$ cat src/rtl/control_sequencer.sv
// -----------------------------------------------------------------------------
// control_sequencer
//   Hardwired control unit. It runs the instruction fetch in T0..T2, then runs
//   the execute steps T3..T7 for the instruction class that IR[31:27] selects.
//   It drives the register-select strobes, the datapath load/drive strobes and
//   the memory request lines.
//
// Ports
//   clock, clear_n          : rising-edge clock, asynchronous active-low clear
//   opcode [OP_W-1:0]       : IR[31:27]; stable from T3 onward
//   con_ff                  : branch condition flop output
//   mem_rdy                 : memory finishes the current Read/Write this cycle
//   Gra/Grb/Grc             : register-field selects
//   Rin/Rout/BAout/Cout     : register file load/drive, base-address drive,
//                             sign-extended constant drive
//   PCout/PCin/IncPC        : PC strobes
//   MARin/MDRin/MDRout/IRin : datapath register strobes
//   Yin/Zin/Zlowout/CONin   : ALU staging strobes
//   Read/Write              : memory requests, held until mem_rdy
//   alu_op [OP_W-1:0]       : ALU operation, zero whenever Zin is low
//   run                     : high unless halted
//   illegal                 : one-cycle pulse in T3 on an unsupported opcode
// -----------------------------------------------------------------------------
module control_sequencer #(
  parameter int              OP_W    = 5,
  parameter logic [OP_W-1:0] ALU_ADD = 5'b00011
) (
  input  logic            clock,
  input  logic            clear_n,
  input  logic [OP_W-1:0] opcode,
  input  logic            con_ff,
  input  logic            mem_rdy,
  output logic            Gra,
  output logic            Grb,
  output logic            Grc,
  output logic            Rin,
  output logic            Rout,
  output logic            BAout,
  output logic            Cout,
  output logic            PCout,
  output logic            PCin,
  output logic            IncPC,
  output logic            MARin,
  output logic            MDRin,
  output logic            MDRout,
  output logic            IRin,
  output logic            Yin,
  output logic            Zin,
  output logic            Zlowout,
  output logic            CONin,
  output logic            Read,
  output logic            Write,
  output logic [OP_W-1:0] alu_op,
  output logic            run,
  output logic            illegal
);

  // Opcode map
  localparam logic [OP_W-1:0] OP_LD   = OP_W'(5'b00000);
  localparam logic [OP_W-1:0] OP_LDI  = OP_W'(5'b00001);
  localparam logic [OP_W-1:0] OP_ST   = OP_W'(5'b00010);
  localparam logic [OP_W-1:0] OP_ADD  = OP_W'(5'b00011);
  localparam logic [OP_W-1:0] OP_SUB  = OP_W'(5'b00100);
  localparam logic [OP_W-1:0] OP_SHR  = OP_W'(5'b00101);
  localparam logic [OP_W-1:0] OP_SHL  = OP_W'(5'b00110);
  localparam logic [OP_W-1:0] OP_ROR  = OP_W'(5'b00111);
  localparam logic [OP_W-1:0] OP_ROL  = OP_W'(5'b01000);
  localparam logic [OP_W-1:0] OP_AND  = OP_W'(5'b01001);
  localparam logic [OP_W-1:0] OP_OR   = OP_W'(5'b01010);
  localparam logic [OP_W-1:0] OP_ADDI = OP_W'(5'b01011);
  localparam logic [OP_W-1:0] OP_ANDI = OP_W'(5'b01100);
  localparam logic [OP_W-1:0] OP_ORI  = OP_W'(5'b01101);
  localparam logic [OP_W-1:0] OP_BR   = OP_W'(5'b10010);
  localparam logic [OP_W-1:0] OP_NOP  = OP_W'(5'b11001);
  localparam logic [OP_W-1:0] OP_HALT = OP_W'(5'b11010);

  typedef enum logic [3:0] {
    S_RST, S_T0, S_T1, S_T2, S_T3, S_T4, S_T5, S_T6, S_T7, S_HALT
  } state_t;

  // Instruction classes that share an execute sequence
  typedef enum logic [3:0] {
    C_LD, C_LDI, C_ST, C_RALU, C_IMM, C_BR, C_NOP, C_HALT, C_ILL
  } iclass_t;

  state_t          r_state;
  state_t          w_next;
  iclass_t         w_cls;
  logic [OP_W-1:0] w_imm_op;

  // NOTE: asynchronous clear puts the FSM in RST at once; with every output
  // decoded from the state, all strobes (including a pending Read/Write) drop
  // in the same cycle as clear_n falls.
  always_ff @(posedge clock or negedge clear_n) begin
    if (!clear_n) r_state <= S_RST;
    else          r_state <= w_next;
  end

  // Opcode -> class, plus the ALU code each immediate op maps onto.
  always_comb begin
    // NOTE: each variable gets a default before the case, so a missing arm
    // falls back to a known value instead of inferring a latch.
    w_cls    = C_ILL;
    w_imm_op = ALU_ADD;
    case (opcode)
      OP_LD:   w_cls = C_LD;
      OP_LDI:  w_cls = C_LDI;
      OP_ST:   w_cls = C_ST;
      OP_ADD, OP_SUB, OP_SHR, OP_SHL, OP_ROR, OP_ROL, OP_AND, OP_OR:
               w_cls = C_RALU;
      OP_ADDI: w_cls = C_IMM;
      OP_ANDI: begin w_cls = C_IMM; w_imm_op = OP_AND; end
      OP_ORI:  begin w_cls = C_IMM; w_imm_op = OP_OR;  end
      OP_BR:   w_cls = C_BR;
      OP_NOP:  w_cls = C_NOP;
      OP_HALT: w_cls = C_HALT;
      default: w_cls = C_ILL;
    endcase
  end

  // Next state and strobes. alu_op is written only next to Zin, so it reads
  // zero in every cycle where Zin is low.
  always_comb begin
    w_next  = r_state;
    Gra     = 1'b0; Grb    = 1'b0; Grc   = 1'b0;
    Rin     = 1'b0; Rout   = 1'b0; BAout = 1'b0; Cout  = 1'b0;
    PCout   = 1'b0; PCin   = 1'b0; IncPC = 1'b0;
    MARin   = 1'b0; MDRin  = 1'b0; MDRout = 1'b0; IRin = 1'b0;
    Yin     = 1'b0; Zin    = 1'b0; Zlowout = 1'b0; CONin = 1'b0;
    Read    = 1'b0; Write  = 1'b0;
    alu_op  = '0;
    run     = 1'b1;
    illegal = 1'b0;

    case (r_state)
      S_RST: w_next = S_T0;

      S_T0: begin
        PCout = 1'b1; MARin = 1'b1; IncPC = 1'b1;
        Zin = 1'b1; alu_op = ALU_ADD;
        w_next = S_T1;
      end

      // PC reload is tied to the completing cycle so a stalled fetch
      // does not write PC repeatedly.
      S_T1: begin
        Zlowout = 1'b1; Read = 1'b1; MDRin = 1'b1;
        PCin = mem_rdy;
        if (mem_rdy) w_next = S_T2;
      end

      S_T2: begin
        MDRout = 1'b1; IRin = 1'b1;
        w_next = S_T3;
      end

      S_T3: begin
        case (w_cls)
          C_RALU, C_IMM: begin
            Grb = 1'b1; Rout = 1'b1; Yin = 1'b1; w_next = S_T4;
          end
          C_LDI, C_LD, C_ST: begin
            // Base address: BAout drives R0 as zero, so Rout stays low.
            Grb = 1'b1; BAout = 1'b1; Yin = 1'b1; w_next = S_T4;
          end
          C_BR: begin
            Gra = 1'b1; Rout = 1'b1; CONin = 1'b1; w_next = S_T4;
          end
          C_NOP:   w_next = S_T0;
          C_HALT:  w_next = S_HALT;
          default: begin illegal = 1'b1; w_next = S_T0; end
        endcase
      end

      S_T4: begin
        w_next = S_T5;
        case (w_cls)
          C_RALU: begin
            Grc = 1'b1; Rout = 1'b1; Zin = 1'b1; alu_op = opcode;
          end
          C_IMM: begin
            Cout = 1'b1; Zin = 1'b1; alu_op = w_imm_op;
          end
          C_LDI, C_LD, C_ST: begin
            Cout = 1'b1; Zin = 1'b1; alu_op = ALU_ADD;
          end
          C_BR: begin
            PCout = 1'b1; Yin = 1'b1;
          end
          default: w_next = S_T0;
        endcase
      end

      S_T5: begin
        case (w_cls)
          C_RALU, C_IMM, C_LDI: begin
            Zlowout = 1'b1; Gra = 1'b1; Rin = 1'b1; w_next = S_T0;
          end
          C_LD, C_ST: begin
            Zlowout = 1'b1; MARin = 1'b1; w_next = S_T6;
          end
          C_BR: begin
            Cout = 1'b1; Zin = 1'b1; alu_op = ALU_ADD; w_next = S_T6;
          end
          default: w_next = S_T0;
        endcase
      end

      S_T6: begin
        case (w_cls)
          C_LD: begin
            Read = 1'b1; MDRin = 1'b1;
            if (mem_rdy) w_next = S_T7;
          end
          C_ST: begin
            Gra = 1'b1; Rout = 1'b1; MDRin = 1'b1; w_next = S_T7;
          end
          C_BR: begin
            Zlowout = 1'b1; PCin = con_ff; w_next = S_T0;
          end
          default: w_next = S_T0;
        endcase
      end

      S_T7: begin
        case (w_cls)
          C_LD: begin
            MDRout = 1'b1; Gra = 1'b1; Rin = 1'b1; w_next = S_T0;
          end
          C_ST: begin
            Write = 1'b1;
            if (mem_rdy) w_next = S_T0;
          end
          default: w_next = S_T0;
        endcase
      end

      S_HALT: run = 1'b0;

      default: w_next = S_RST;
    endcase
  end

endmodule

$ cat config.mk
export PLATFORM = sky130hd
export DESIGN_NAME = control_sequencer
export DESIGN_NICKNAME = d
export VERILOG_FILES = /design/src/rtl/control_sequencer.sv
export SDC_FILE = /design/constraint.sdc
export NUM_CORES = 1
export LEC_CHECK = 0
export CORE_MARGIN = 1
export CORE_UTILIZATION = 40
export DETAILED_ROUTE_END_ITERATION = 12
export PLACE_DENSITY = 0.74
export SYNTH_ARGS = -nofsm -noshare
export SYNTH_HDL_FRONTEND = slang
export SYNTH_SLANG_ARGS = --single-unit
$ cat constraint.sdc
create_clock -name clock -period 2.3 [get_ports clock]
set_input_delay 0.575 -clock clock [delete_from_list [all_inputs] [get_ports clock]]
set_output_delay 0.575 -clock clock [all_outputs]
set_load 0.05 [all_outputs]
==> results.json, run 1 <==
{
  "postSynth.asyncResetShare_pct": 100,
  "die_y_um": 50.5,
  "post-dp-hpwl_mm": 3.47,
  "dpl.cell_count": 222,
  "status": "stopped before the end",
  "tritoncts_num_sinks": 4,
  "ys_types": 51,
  "synth_area_um2": 940,
  "hold_buffers": 0,
  "cts_resized": 72,
  "num_rows": 17,
  "initial_utilization_pct": 42.5,
  "die_w_um": 50.5,
  "yosysWarnings": 0,
  "portBuffers": 34,
  "htreeDepth": 1,
  "place_area_um2": 2030,
  "cts_root_buf": "clkbuf_4",
  "pin_count": 36,
  "synthCells": 131,
  "synth-seq-cells": 4,
  "haltStage": "clock tree synthesis",
  "synth_edf_count": 0,
  "synth_nets": 140,
  "ys.flop_type": "dfrtp_1",
  "cts_inserted_buffers": 3,
  "cts_setup_buffers": 17,
  "firstError": "[ERROR DPL-0038] Utilization greater than 100%, impossible to legalize",
  "synth-seq-area-share_pct": 10.7,
  "synth.avg_cell_area_um2": 7.17,
  "cts_buffer_depth": 2,
  "gp_congestion": 0.964,
  "post-place-ws_ps": -865
}
through the flow:
stage,util [%],setup TNS [ps]
global placement,91.7,-12160
detailed placement,91.7,-14300
floorplan,-,-4430
Yosys cell counts (3+ instances only):
master,count,share of area [%]
a21o_1,4,3.2
inv_1,8,3.2
nor3_1,7,3.7
o31ai_1,4,3.2
buf_2,5,2.7
a21oi_1,9,4.8
nand2b_1,5,3.3
clkbuf_1,7,2.8
or2_2,4,2.7
nand2_1,5,2.0
nand3_1,6,3.2
o21ai_0,4,2.1
o32ai_1,3,2.8
o21bai_1,3,2.4
or4b_1,3,3.2
dfrtp_1,4,11
nor2_1,8,3.2
logic make-up after synthesis:
group	Yosys count	synth area share (%)
AOI/OAI and AO/OA	42	33.7
xor gates and xnor gates	2	1.86
adders and majority gates	1	1.07
buffers and inverters	24	12.3
DFF	4	10.7
muxes	2	2.40
other	1	0.399
and+or+nand+nor	55	37.7
==> run 2: changes to the inputs <==
CORE_AREA = 2 2 63 65   (was not set)
CORE_MARGIN = not set   (was 1)
CORE_UTILIZATION = not set   (was 40)
DIE_AREA = 0 0 65 67   (was not set)
PLACE_DENSITY = not set   (was 0.74)
PLACE_DENSITY_LB_ADDON = 0.15   (was not set)
clock period = 3 ns   (was 2.3 ns; I/O delays follow)
==> run 2 against run 1 <==
  * The run now ends clean
  * Synthesized cell count unchanged
  * Synthesized area unchanged
==> results.json, run 2 <==
{
  "worstPathArrival_ps": 2210,
  "synth_top_family_by_area": "simple AND/OR/NAND/NOR gates",
  "r2r_end": "r_state[0]",
  "ys.flop_type": "dfrtp_1",
  "htreeDepth": 1,
  "dr.pass1.iters": 4,
  "n_antenna_cell": 0,
  "worst_slew_pin_slew_ps": 523,
  "crit_path_end": "Gra",
  "top_register": "r_state",
  "synthAdderAreaFrac_pct": 1.07,
  "cts_inserted_buffers": 3,
  "crit_type": "input port to output pin",
  "synth_top_area_cell": "dfrtp_1",
  "gr-usage-met3_pct": 0.169,
  "finalSetupViolCount": 0,
  "synthCells": 131,
  "die_y_um": 67,
  "max_slew_margin_pct": 65.0,
  "status": "completed",
  "pwr_density_cell_nw_per_um2": 729,
  "postSynth.asyncResetShare_pct": 100,
  "drt_iter0_markers": 57,
  "antenna_found_initial": 0,
  "clk_latency_ps": 210,
  "cp_slowest_cell": "or4_4",
  "synth-compound-area-share_pct": 33.7,
  "tritoncts_num_sinks": 4,
  "fin_nets": 199,
  "drt_drc_violations_left": 0,
  "cp-start-kind": "input port",
  "synth_nets": 140,
  "cp-startpoint": "opcode[3]",
  "cp-end-kind": "output pin",
  "p_leak_nw": 0.789,
  "hold_viol": 0,
  "dpl.cell_count": 229,
  "fin_skew_ps": 0.720,
  "num-fill-cells": 345,
  "grt_start_max_net_pins": 19,
  "max_freq_mhz": 338,
  "num_rows": 22,
  "core_um2": 3610,
  "top_regs": "r_state (4)",
  "crit_required_ps": 2250,
  "final_common_cell": "buf_4",
  "grt.busiest_layer": "met2",
  "grt_pass1_vias": 1155,
  "cpPeakStageDelay_ps": 550,
  "vias": 1243,
  "largest_reg_flops": 4,
  "crit_chain": "buf_2 > or4_4 > or3_4 > o21ai_4 > or3_4 > buf_12",
  "r2r_slack_ps": 970,
  "worst_slack_ps": 44.6,
  "hold_class": "input port to asynchronous set/reset pin",
  "cts_buffer_depth": 2,
  "timing_max_transition_violations_final": 0,
  "final_cell_mix": "buf_4 (34), buf_12 (23), inv_1 (8), nand3_1 (6), a21oi_1 (6)",
  "synthSimpleGateAreaFrac_pct": 37.7,
  "yosysWarnings": 0,
  "post-dp-hpwl_mm": 2.49,
  "multiInputGateArea_um2": 867,
  "wl_per_cell_um": 13.9,
  "die_area_um2": 4360,
  "overflow": 0,
  "r2r_cells": 4,
  "wirelength_mm": 3.27,
  "grt_use_total_pct": 15.8,
  "vias_per_cell": 5.27,
  "grt_use_met2_pct": 27.2,
  "pin_count": 36,
  "grt_first_pass_wirelength_mm": 5.54,
  "post-synth-top-count-cell": "a21oi_1",
  "synth.avg_cell_area_um2": 7.17,
  "ys_types": 51,
  "hold_buffers": 0,
  "synth-xor-area-share_pct": 1.86,
  "synth-seq-cells": 4,
  "synth-seq-area-share_pct": 10.7,
  "gp_congestion": 0.813,
  "rsz0062_at_grt": "no",
  "synth_edf_count": 0,
  "initial_utilization_pct": 26.1,
  "crit_path_frequent_cell": "or3_4",
  "cts_tree": "yes",
  "area_growth_pct": 105,
  "max-cap-violations": 0,
  "synthTopCellsByArea": "dfrtp_1 (11%), a21oi_1 (4.8%), nor3_1 (3.7%)",
  "period_share_pct": 98.5,
  "ant_nets": 0,
  "grt_util_met1_pct": 22.5,
  "layout.cells.non_filler": 236,
  "synth_top_area_share_pct": 10.7,
  "r2r_start": "r_state[0]",
  "crit_fanout": 4,
  "synth_common_cells": "a21oi_1 (9), inv_1 (8), nor2_1 (8)",
  "period_needed_ps": 2960,
  "portBuffers": 34,
  "muxShareOfSynthArea_pct": 2.40,
  "timing.hold.ws_ps": 732,
  "utilization_pct": 53.3,
  "drive_gt1_share_pct": 53.7,
  "die_w_um": 65,
  "synth_area_um2": 940,
  "clk_pin_slew_ps": 30,
  "seqCellArea_um2": 100,
  "ir_drop_mv": 0.510,
  "cts_root_buf": "clkbuf_8",
  "post-place-ws_ps": -362
}
run 2: cell counts after synthesis:
No cell type changed its count.
run 2: logic make-up after synthesis:
logic type,count (synthesis)
compound gates,42
xor+xnor,2
fa+ha+maj,1
buf+inv,24
flops,4
mux,2
other cells,1
simple gates,55
run 2: cell type report:
cell class              instances  area share, %
multi-input cells             103           45.1
flip-flops and latches          4           5.21
repair buffers                 70           42.8
clock buffers                   3           2.15
inverters                       8           1.56
well taps                      48           3.13
run 2: worst min path at each step:
stage,startpoint,end,slack (ps),depth (start not counted)
3_5_place_dp,r_state[1],r_state[2],700,2
6_report,clear_n,r_state[1],730,1
2_1_floorplan,clear_n,r_state[0],450,0
5_1_grt,clear_n,r_state[3],760,1
3_3_place_gp,r_state[1],r_state[2],700,2
4_1_cts,r_state[1],r_state[2],710,2
run 2: metal layers:
layer / part of all wire, % / wire [um]
met1: 47 / 1550
met2: 48 / 1570
met3: 4.1 / 135
met4: 0.52 / 17
met5: 0 / 0
run 2: what timing repair did:
action                                  4_1_cts  5_1_grt
buffers inserted                              3        0
endpoints found under the setup margin       20        3
cloned                                        1        0
resized for setup                            27        3
pin swaps                                     7        1
run 2: power breakdown:
part           internal (W)  leakage (nW)  switching [W]  total [W]
registers         0.0000749        0.0503      0.0000407   0.000116
clock network     0.0000853        0.0216      0.0000256   0.000111
logic              0.000526         0.717       0.000648    0.00117
total              0.000686         0.789       0.000714    0.00140
run 2: through the flow:
| stage | TNS [ps] | total power (W) | cell area, um^2 |
|---|---|---|---|
| 2_1_floorplan | -641 | 0.000776 | 1060 |
| 3_3_place_gp | -4890 | 0.00127 | 1820 |
| 3_5_place_dp | -4820 | 0.00127 | 1820 |
| 4_1_cts | 0 | 0.00140 | 1910 |
| 5_1_grt | 0 | 0.00147 | 1920 |
| 6_report | 0 | 0.00140 | 1920 |
run 2: worst max-delay path: cells and delay by family:
family                 cells  cell delay [ps]
AND/OR/NAND/NOR            3             1130
buffers and inverters      2              240
AO/OA/AOI/OAI              1               80
Power figures use the tool's default switching activity.
